==> src/rtl/regfile_mp_bypass.sv <==
`default_nettype none
// ============================================================================
// Module   : regfile_mp_bypass
// Purpose  : Parametrised multi-port register file with write-first read
//            bypass, fixed write-conflict priority (highest port wins),
//            optional hardwired-zero register 0 and a per-register busy
//            scoreboard fed by allocate ports.
// Revision : 1.0 - initial release
// ----------------------------------------------------------------------------
// Ports
//   clk          in   clock, all state updates on posedge
//   rst_n        in   asynchronous active-low reset
//   i_we         in   [WRITE_PORTS]        per-port write enable
//   i_waddr      in   [WRITE_PORTS*AW]     write register index
//   i_wdata      in   [WRITE_PORTS*SIZE]   write data
//   i_re         in   [READ_PORTS]         per-port read enable
//   i_raddr      in   [READ_PORTS*AW]      read register index
//   o_rdata      out  [READ_PORTS*SIZE]    registered read data
//   o_rbusy      out  [READ_PORTS]         registered busy flag of read reg
//   i_alloc_en   in   [ALLOC_PORTS]        mark register busy
//   i_alloc_reg  in   [ALLOC_PORTS*AW]     register to mark busy
//   o_busy_vec   out  [REG_NUM]            current scoreboard state
// ============================================================================
module regfile_mp_bypass #(
  parameter int SIZE        = 32,
  parameter int REG_NUM     = 8,
  parameter int READ_PORTS  = 2,
  parameter int WRITE_PORTS = 2,
  parameter int ALLOC_PORTS = 2,
  parameter int ZERO_REG    = 1,
  localparam int AW         = $clog2(REG_NUM)
) (
  input  logic                          clk,
  input  logic                          rst_n,
  input  logic [WRITE_PORTS-1:0]        i_we,
  input  logic [WRITE_PORTS*AW-1:0]     i_waddr,
  input  logic [WRITE_PORTS*SIZE-1:0]   i_wdata,
  input  logic [READ_PORTS-1:0]         i_re,
  input  logic [READ_PORTS*AW-1:0]      i_raddr,
  output logic [READ_PORTS*SIZE-1:0]    o_rdata,
  output logic [READ_PORTS-1:0]         o_rbusy,
  input  logic [ALLOC_PORTS-1:0]        i_alloc_en,
  input  logic [ALLOC_PORTS*AW-1:0]     i_alloc_reg,
  output logic [REG_NUM-1:0]            o_busy_vec
);

  logic [SIZE-1:0] r_regs     [REG_NUM];
  logic [SIZE-1:0] w_regs_nxt [REG_NUM];
  logic [REG_NUM-1:0] r_busy;
  logic [REG_NUM-1:0] w_busy_nxt;

  logic [AW-1:0]   w_waddr     [WRITE_PORTS];
  logic [SIZE-1:0] w_wdata     [WRITE_PORTS];
  logic [AW-1:0]   w_alloc_reg [ALLOC_PORTS];

  // Unpack the flat port buses into per-port views.
  genvar gp;
  generate
    for (gp = 0; gp < WRITE_PORTS; gp++) begin : g_wport
      assign w_waddr[gp] = i_waddr[gp*AW +: AW];
      assign w_wdata[gp] = i_wdata[gp*SIZE +: SIZE];
    end
    for (gp = 0; gp < ALLOC_PORTS; gp++) begin : g_aport
      assign w_alloc_reg[gp] = i_alloc_reg[gp*AW +: AW];
    end
  endgenerate

  // Next-state register contents. Ports are applied in ascending order so a
  // later (higher-numbered) port overwrites an earlier one on a conflict.
  always_comb begin
    for (int i = 0; i < REG_NUM; i++) begin
      w_regs_nxt[i] = r_regs[i];
    end
    for (int p = 0; p < WRITE_PORTS; p++) begin
      if (i_we[p]) begin
        w_regs_nxt[w_waddr[p]] = w_wdata[p];
      end
    end
    if (ZERO_REG != 0) begin
      w_regs_nxt[0] = '0;
    end
  end

  // Next-state scoreboard: writes clear first, allocations are applied last
  // so an allocate on the same register as a write leaves it busy.
  always_comb begin
    w_busy_nxt = r_busy;
    for (int p = 0; p < WRITE_PORTS; p++) begin
      if (i_we[p]) begin
        w_busy_nxt[w_waddr[p]] = 1'b0;
      end
    end
    for (int a = 0; a < ALLOC_PORTS; a++) begin
      if (i_alloc_en[a]) begin
        w_busy_nxt[w_alloc_reg[a]] = 1'b1;
      end
    end
    if (ZERO_REG != 0) begin
      w_busy_nxt[0] = 1'b0;
    end
  end

  always_ff @(posedge clk or negedge rst_n) begin
    if (!rst_n) begin
      for (int i = 0; i < REG_NUM; i++) begin
        r_regs[i] <= '0;
      end
      r_busy <= '0;
    end else begin
      for (int i = 0; i < REG_NUM; i++) begin
        r_regs[i] <= w_regs_nxt[i];
      end
      r_busy <= w_busy_nxt;
    end
  end

  assign o_busy_vec = r_busy;

  // Read ports sample the next-state view, giving write-first bypass with the
  // same conflict priority as the storage itself.
  generate
    for (gp = 0; gp < READ_PORTS; gp++) begin : g_rport
      logic [AW-1:0]   w_raddr;
      logic [SIZE-1:0] r_rdata;
      logic            r_rbusy;

      assign w_raddr = i_raddr[gp*AW +: AW];

      always_ff @(posedge clk or negedge rst_n) begin
        if (!rst_n) begin
          r_rdata <= '0;
          r_rbusy <= 1'b0;
        end else if (i_re[gp]) begin
          r_rdata <= w_regs_nxt[w_raddr];
          r_rbusy <= w_busy_nxt[w_raddr];
        end
      end

      assign o_rdata[gp*SIZE +: SIZE] = r_rdata;
      assign o_rbusy[gp]              = r_rbusy;
    end
  endgenerate

endmodule
`default_nettype wire

==> config.mk <==
export PLATFORM = sky130hd
export DESIGN_NAME = regfile_mp_bypass
export DESIGN_NICKNAME = d
export VERILOG_FILES = /design/src/rtl/regfile_mp_bypass.sv
export SDC_FILE = /design/constraint.sdc
export NUM_CORES = 1
export LEC_CHECK = 0
export BUFFER_PORTS_ARGS = -buffer_cell sky130_fd_sc_hd__buf_2
export CAP_MARGIN = 25
export CORE_MARGIN = 1.5
export CORE_UTILIZATION = 50
export CTS_CLUSTER_DIAMETER = 30
export DETAILED_ROUTE_END_ITERATION = 7
export GPL_TIMING_DRIVEN = 0
export PLACE_DENSITY_LB_ADDON = 0.12
export RECOVER_POWER = 25
export SKIP_LAST_GASP = 1
export SLEW_MARGIN = 20
export SYNTH_ARGS = -nofsm -noshare
export SYNTH_HDL_FRONTEND = slang
export SYNTH_SLANG_ARGS = --single-unit
==> constraint.sdc <==
create_clock -name clk -period 2.5 [get_ports clk]
set_input_delay 0.125 -clock clk [delete_from_list [all_inputs] [get_ports clk]]
set_output_delay 0.125 -clock clk [all_outputs]
set_load 0.05 [all_outputs]
## Yosys cells after proc, flatten, opt, wreduce, memory -nomap -nowiden

Cells that the tools add are included.

- Reductions and logical operators: 6
- Mux-type cells: 30
- Bitwise logic cells: 10
- Order comparisons: 16

Operators by type and width:

| operator | number |
|---|---|
| $bwmux 256 | 2 |
| $mux 256 | 1 |
| $mux 224 | 1 |
| $bmux 32 s3 | 2 |
| $demux 32 s3 | 2 |
| $mux 32 | 6 |
| $mux 8 | 4 |
| $lt 3x4->1 const B | 6 |
| $and 8x8->8 | 2 |
| $ge 4x4->1 const B | 4 |
| $not 3->4 | 4 |
| $not 8->8 | 2 |
| $or 8x8->8 | 2 |
| $demux 1 s3 | 4 |
| $ge 3x1->1 const B | 4 |
| $lt 4x1->1 const B | 2 |
| $bmux 1 s3 | 2 |
| $logic_and 1x1->1 | 6 |
| $mux 1 | 6 |

- Logic and storage cells: 74
- Output and inout bits: 74
- Bits in registers: 297

## Longest topological paths before layout

Gate-level depths: netlist of the first run.

- Depth in word-level cells: 15
- Mapped depth: 9
- Mapped depth without buffers: 5

## Least setup slack after synthesis of the first run

OpenSTA, ideal clock, no wires.

- Path type: in2reg
- From: in i_waddr[4]
- To: reg g_rport[0].r_rbusy
- Required time: 2363 ps
- Setup time: 137 ps
- Stages: 8
- Arrival time: 1490 ps
- Buffers on the path: 3
- Path slack: 873 ps
- Cell sequence: buf_2 -> nand4bb_1 -> buf_2 -> buf_2 -> a311oi_1 -> o22ai_1 -> o32ai_1 -> a21oi_1

- Longest elaborated chain between the ends: 13
- Elaborated cells on any way between the ends: 14
- Classes of those cells: order compare: 2; mux: 7; bitwise: 4; reduce/logical: 1

Ends and longest elaborated chain:

| element | RTL line | RTL |
|---|---|---|
| from (decl) | 36 | `input logic [WRITE_PORTS*AW-1:0] i_waddr,` |
| $lt 3x4->1 (not written as such) / $ge 3x1->1 (equally long branches) | 90 | `w_busy_nxt[w_waddr[p]] = 1'b0;` |
| $logic_and 1x1->1 (not written as such) | 90 |  |
| $mux 1 (not written as such) | 90 |  |
| $demux 1 s3 (*) | 90 |  |
| $not 8->8 (no line) (*) | -- |  |
| $and 8x8->8 (no line) (*) | -- |  |
| $mux 8 (*) | 89 | `if (i_we[p]) begin` |
| $or 8x8->8 (no line) | -- |  |
| $mux 8 (*) | 94 | `if (i_alloc_en[a]) begin` |
| $or 8x8->8 (no line) | -- |  |
| $mux 8 (*) | 94 |  |
| $bmux 1 s3 (*) | 135 | `r_rbusy <= w_busy_nxt[w_raddr];` |
| $mux 1 (not written as such) (*) | 135 |  |
| to (signal assigned) | 135 |  |
| to (decl) | 125 | `logic r_rbusy;` |

Every way passes the cells marked *; elsewhere a longest branch is shown, timed or not. The select of a mux whose other input is x is not followed.
A chain may end at the register's enable or synchronous reset.

==> flow_metrics.env, run 1 <==
export IMPL_status="complete, but fails checks"
export IMPL_violations="design-rule violations, max-capacitance violations, max-slew violations, negative setup slack"
export IMPL_syn2layout_area_growth_pct=27.8
export IMPL_vias=18761
export IMPL_gp_congestion=1.01
export IMPL_overflow=0
export IMPL_required_ns=2.95
export IMPL_wl_um=84000
export IMPL_dr_pass1_iters=8
export IMPL_fin_skew_ns=0.0176
export IMPL_setup_slack_ns=-0.171
export IMPL_clk_path_buf_depth=3
export IMPL_place_inst=2460
export IMPL_hp_class="input port to flip-flop"
export IMPL_grt_max_degree=90
export IMPL_post_route_period_util_pct=107
export IMPL_initial_core_util_pct=51.0
export IMPL_postCtsSetupBuffers=0
export IMPL_synth_top_cells_by_count="dfrtp_1, a211oi_1, nor2_1"
export IMPL_synth_area_top_cells="dfrtp_1, a211oi_1, mux2i_1"
export IMPL_clock_sinks=297
export IMPL_syn_area_per_cell_um2=9.50
export IMPL_drc=6
export IMPL_syn_area_mm2=0.0177
export IMPL_maxSlewViolCount=53
export IMPL_synthFlopType="dfrtp_1"
export IMPL_layout_drive_gt1_share_pct=20.3
export IMPL_r2r_setup_slack_ns=0.87
export IMPL_grt_pass1_vias=18547
export IMPL_crit_arrival_ns=3.12
export IMPL_syn_nets=1949
export IMPL_r2r_start="r_regs[61]"
export IMPL_pre_cts_ws_ns=-0.376
export IMPL_grt_pass1_wl_um=121000
export IMPL_fill_cells=2877
export IMPL_clk_latency_ns=0.60
export IMPL_cp_start_kind="input port"
export IMPL_crit_end="g_rport[1].r_rdata[5]"
export IMPL_diodes=0
export IMPL_top_level_ports=164
export IMPL_dieWidth_um=191
export IMPL_critPathLaunch="i_re[1]"
export IMPL_ir_drop_mv=0.852
export IMPL_clockRootBuffer="clkbuf_16"
export IMPL_nets=2262
export IMPL_p_leak_uw=0.00990
export IMPL_synth_cell_types=56
export IMPL_dp_final_hpwl_um=54400
export IMPL_io_buffers=142
export IMPL_hold_viol_final=0
export IMPL_reg2regPathDepth=4
export IMPL_instances_no_fill=2690
export IMPL_wl_per_cell_um=31.2
export IMPL_synth_cells=1859
export IMPL_die_h_um=191
export IMPL_design_area_mm2=0.0226
export IMPL_htree_num_levels=3
export IMPL_routed_via_density=6.97
export IMPL_cp_end_kind="flip-flop"
export IMPL_cap_violations=1
export IMPL_cts_tree="built"
export IMPL_synth_top_area_share_pct=42.1
export IMPL_ys_warn_count=0
export IMPL_path_clk_slew_ns=0.04
export IMPL_synth_top_area_cell="dfrtp_1"
export IMPL_layout_min_cycle_time_ns=2.67
export IMPL_yosysMostFrequentCell="dfrtp_1"
export IMPL_critPathMaxFanout=10
export IMPL_power_total_uw=21700
export IMPL_drtIter0Drc=2734
export IMPL_reg2reg_to="g_rport[0].r_rdata[29]"
export IMPL_postPlaceCellArea_mm2=0.0190
export IMPL_multi_input_area_mm2=0.00917
export IMPL_setup_worst_path_class="input port to flip-flop"
export IMPL_ant_nets=0
export IMPL_die_area_mm2=0.0365
export IMPL_setup_viol=18
export IMPL_power_density_mw_per_mm2=962
export IMPL_cts_buffers=82
export IMPL_clock_fmax_mhz=374
export IMPL_rows=68
export IMPL_async_flop_share_pct=100
export IMPL_ys_seq_area_share_pct=42.1
export IMPL_core_mm2=0.0346
export IMPL_antenna_found_initial=1
export IMPL_synth_edff_count=0
export IMPL_ys_ff_latch=297
export IMPL_final_seq_area_mm2=0.00743
export IMPL_relSlewSlack_pct=-2.44
export IMPL_grt_usage_pct=46.2
export IMPL_rsz0062_at_grt="false"
export IMPL_tightest_slew_ns=1.54
worst max-delay path, cell delays in order:
cell and delay [ns]:
buf_2 0.18, clkbuf_1 0.85, nand3_1 0.80, clkbuf_1 0.56, a211oi_1 0.52, a2111oi_2 0.07
placed cells by master, fill, tap and decap left out, types with 7 or more instances in the layout:
cell           instances
dfrtp_1              297
a211oi_1             284
nor2_1               256
a21oi_1              197
mux2i_1              174
buf_2                171
clkbuf_1             128
nand2_1              107
clkbuf_16             83
dlygate4sd3_1         79
o221ai_1              33
a31oi_1               31
a22oi_1               31
or2_2                 26
a2111oi_2             23
buf_4                 19
clkinv_2              18
buf_6                 17
buf_1                 16
inv_1                 16
nand2_2               15
a31oi_4               15
clkbuf_8              14
a311oi_1              12
o21ai_0               10
nor3_1                10
a21oi_2                8
nand3_1                8
nor2b_1                8
o22ai_1                8
a211oi_2               8
bufinv_16              8
and4b_1                7
nor4bb_1               7
a31oi_2                7
nand2b_1               7
stage by stage:
| stage | TNS [ns] | hold slack [ns] | util, % |
|---|---|---|---|
| final | -1.90 | 0.0179 | 65.2 |
| after global routing | 0 | 0.0361 | 65.2 |
| after CTS | 0 | 0.00490 | 65.2 |
| after detailed placement | -13.22 | 0.0850 | 55.0 |
| after global placement | -1393.54 | 0.495 | 54.7 |
| after floorplan | 0 | -0.171 | - |
area by class of cell:
type                            count  share of cell area [%]
Clock inverter                     34                    1.83
Inverter                           17                   0.283
Buffer                            194                    4.30
Tap cell                          455                    2.52
Multi-Input combinational cell   1351                    40.6
Timing Repair Buffer              229                    7.21
Sequential cell                   297                    32.9
Clock buffer                      113                    10.3
state kept, by name (all words and copies together), names as in the netlist:
register	flops
g_rport.r_rdata	64
g_rport.r_rbusy	2
r_regs	224
o_busy_vec	7
timing repair:
action / 4_1_cts / 5_1_grt
resized for setup: 0 / 0
hold buffers: 79 / 0
hold endpoints to repair: 389 / 0
power by group:
part	switching, µW	internal (µW)
combinational	3300	1670
sequential	384	5860
clock	3250	7250
total	6930	14800
how the worst min path moves through the flow:
stage	to	slack, ns	startpoint	cells past startpoint
6_report	o_busy_vec[3]	0.02	i_alloc_reg[4]	4
5_1_grt	r_regs[34]	0.04	i_wdata[34]	3
4_1_cts	r_regs[34]	0.005	i_wdata[34]	3
3_5_place_dp	r_regs[64]	0.09	rst_n	1
3_3_place_gp	r_regs[12]	0.49	i_wdata[44]	3
2_1_floorplan	g_rport[0].r_rbusy	-0.17	rst_n	0
per-layer routing:
| layer | part of all wire (%) | GRT usage, % | up-vias |
|---|---|---|---|
| met2 | 42 | 66.3 | 1606 |
| met4 | 7.1 | 29.6 | 2 |
| met3 | 13 | 16.1 | 386 |
| li1 | - | - | 7684 |
| met1 | 38 | 59.0 | 9083 |
| met5 | 0.020 | 0 | - |
cell families (layout without fill, tap and decap cells):
logic type,count (synthesis),after routing,share of synthesized area [%]
compound gates,694,694,29.5
xor+xnor,1,1,0.0496
buf+inv,211,587,6.02
flops,297,297,42.1
mux,174,174,9.86
other cells,1,1,0.0212
simple gates,481,481,12.5
No activity file was read; power rests on OpenSTA's default activity.
==> run 2, diff against run 1 <==
--- a/config.mk
+++ b/config.mk
@@ -8,5 +8,5 @@
 export BUFFER_PORTS_ARGS = -buffer_cell sky130_fd_sc_hd__buf_2
 export CAP_MARGIN = 25
-export CORE_MARGIN = 1.5
+export CORE_MARGIN = 2
 export CORE_UTILIZATION = 50
 export CTS_CLUSTER_DIAMETER = 30
==> constraint.sdc (replaced) <==
create_clock -name clk -period 2.5 [get_ports clk]
set_input_delay 0.375 -clock clk [delete_from_list [all_inputs] [get_ports clk]]
set_output_delay 0.375 -clock clk [all_outputs]
set_load 0.05 [all_outputs]
==> flow_metrics.env, run 2 (synthesis gave the netlist of run 1 again) <==
export IMPL_die_area_mm2=0.0368
export IMPL_clk_path_buf_depth=3
export IMPL_die_h_um=192
export IMPL_layout_common_cells="dfrtp_1, a211oi_1, nor2_1"
export IMPL_setup_viol=0
export IMPL_wl_um=82600
export IMPL_grt_usage_pct=44.8
export IMPL_top_layer="met4"
export IMPL_drtIter0Drc=2982
export IMPL_place_inst=2460
export IMPL_critPathSlowestCell="clkbuf_1"
export IMPL_maxSlewViolCount=0
export IMPL_status="complete, no violations"
export IMPL_vias=18442
export IMPL_overflow=0
export IMPL_rsz0062_at_grt="false"
export IMPL_top_level_ports=164
export IMPL_grt_pass1_wl_um=118000
export IMPL_clockRootBuffer="clkbuf_16"
export IMPL_critPathMaxStageDelay_ns=0.70
export IMPL_path_clk_slew_ns=0.05
export IMPL_reg2regPathDepth=4
export IMPL_clock_sinks=297
export IMPL_nets=2181
export IMPL_syn2layout_area_growth_pct=23.7
export IMPL_wl_met2_um=34700
export IMPL_rows=68
export IMPL_grt_max_degree=94
export IMPL_grt_pass1_vias=17616
export IMPL_largest_register_ffs=224
export IMPL_post_route_period_util_pct=98.8
export IMPL_dr_pass1_iters=6
export IMPL_cp_depth=9
export IMPL_layout_min_cycle_time_ns=2.47
export IMPL_fill_cells=2905
export IMPL_hold_viol_final=0
export IMPL_dr_wl_met3_um=11600
export IMPL_tightest_slew_ns=1.39
export IMPL_hp_class="input port to flip-flop"
export IMPL_cp_end_kind="flip-flop"
export IMPL_clock_fmax_mhz=405
export IMPL_layout_drive_gt1_share_pct=21.2
export IMPL_crit_family="buffers and inverters"
export IMPL_p_leak_uw=0.00958
export IMPL_antenna_found_initial=2
export IMPL_path_cells="buf_2, buf_4, nand4b_1, clkbuf_1, buf_6, mux2i_1, a211oi_1, a2111oi_0, a211oi_1"
export IMPL_wl_per_cell_um=31.6
export IMPL_ant_nets=0
export IMPL_io_buffers=142
export IMPL_final_common_cell="dfrtp_1"
export IMPL_holdWs_ns=0.154
export IMPL_final_util_pct=63.1
export IMPL_ir_drop_mv=0.622
export IMPL_cp_start_kind="input port"
export IMPL_dp_final_hpwl_um=54300
export IMPL_crit_arrival_ns=2.91
export IMPL_routed_via_density=7.06
export IMPL_clk_latency_ns=0.60
export IMPL_cts_buffers=77
export IMPL_cts_tree="built"
export IMPL_relSlewSlack_pct=7.31
export IMPL_power_density_mw_per_mm2=1000
export IMPL_cap_violations=0
export IMPL_met1_length_um=30800
export IMPL_critPathMaxFanout=10
export IMPL_gp_congestion=1.04
export IMPL_crit_buf_inv=4
export IMPL_setup_worst_path_class="input port to flip-flop"
export IMPL_core_mm2=0.0346
export IMPL_dieWidth_um=192
export IMPL_required_ns=2.94
export IMPL_fin_skew_ns=0.0162
export IMPL_drc=0
export IMPL_initial_core_util_pct=51.0
export IMPL_htree_num_levels=3
export IMPL_instances_no_fill=2614
export IMPL_path_common_cell="a211oi_1"
export IMPL_postCtsSetupBuffers=0
export IMPL_hold_depth=3
export IMPL_top_register="r_regs"
[run 2: timing repair]
item / 4_1_cts / 5_1_grt
endpoints found under the setup margin: 16 / 25
hold endpoints to repair: 57 / 0
hold buffers: 1 / 0
gates resized for setup: 2 / 6
[run 2: worst reg2reg max path, cell delays in order (launching register included)]
cell and delay, ns:
dfrtp_1 0.35, mux2i_1 0.22, a21oi_1 0.12, a2111oi_0 0.62, a211oi_1 0.13
[run 2: worst paths after layout]
check	start	endpoint	slack, ns
worst max-delay path	i_waddr[0]	g_rport[0].r_rdata[2]	0.03
worst min-delay path	i_wdata[58]	r_regs[58]	0.15
worst max register to register	r_regs[2]	g_rport[0].r_rdata[2]	0.90
worst min register to register	o_busy_vec[7]	o_busy_vec[7]	0.57
max in group asynchronous	rst_n	r_regs[221]	0.39
min in group asynchronous	rst_n	r_regs[98]	0.31
[run 2: cell type report]
cell class / count / area (µm²) / area share, %
timing repair buffer: 153 / 855 / 3.91
multi-input combinational: 1351 / 9070 / 41.5
sequential: 297 / 7430 / 34.0
tap: 455 / 569 / 2.61
antenna: 3 / 7.51 / 0.0344
clock buffer: 103 / 2240 / 10.3
buffer: 194 / 997 / 4.57
clock inverter: 41 / 602 / 2.76
inverter: 17 / 63.8 / 0.292
[run 2: layer usage]
layer / vias up / GRT usage [%]
met2: 1633 / 63.9
met5: - / 0
met4: 0 / 28.4
met1: 8909 / 56.9
li1: 7536 / -
met3: 364 / 17.0
[run 2: per-stage QoR]
| stage | setup TNS [ns] | instance area, µm² | total power (µW) | setup WS [ns] |
|---|---|---|---|---|
| after global placement | -1497.82 | 18900 | 10800 | -4.97 |
| after global routing | 0 | 21800 | 22500 | 0.0403 |
| final | 0 | 21800 | 21900 | 0.0298 |
| after floorplan | 0 | 17700 | 9480 | 0.623 |
| after detailed placement | -35.96 | 19000 | 10900 | -0.714 |
| after CTS | 0 | 21900 | 21700 | 0.00369 |
[run 2: power by group]
| group | internal (µW) | switching [µW] |
|---|---|---|
| clock | 7630 | 3290 |
| sequential | 5860 | 377 |
| combinational | 1490 | 3240 |
| total | 15000 | 6910 |
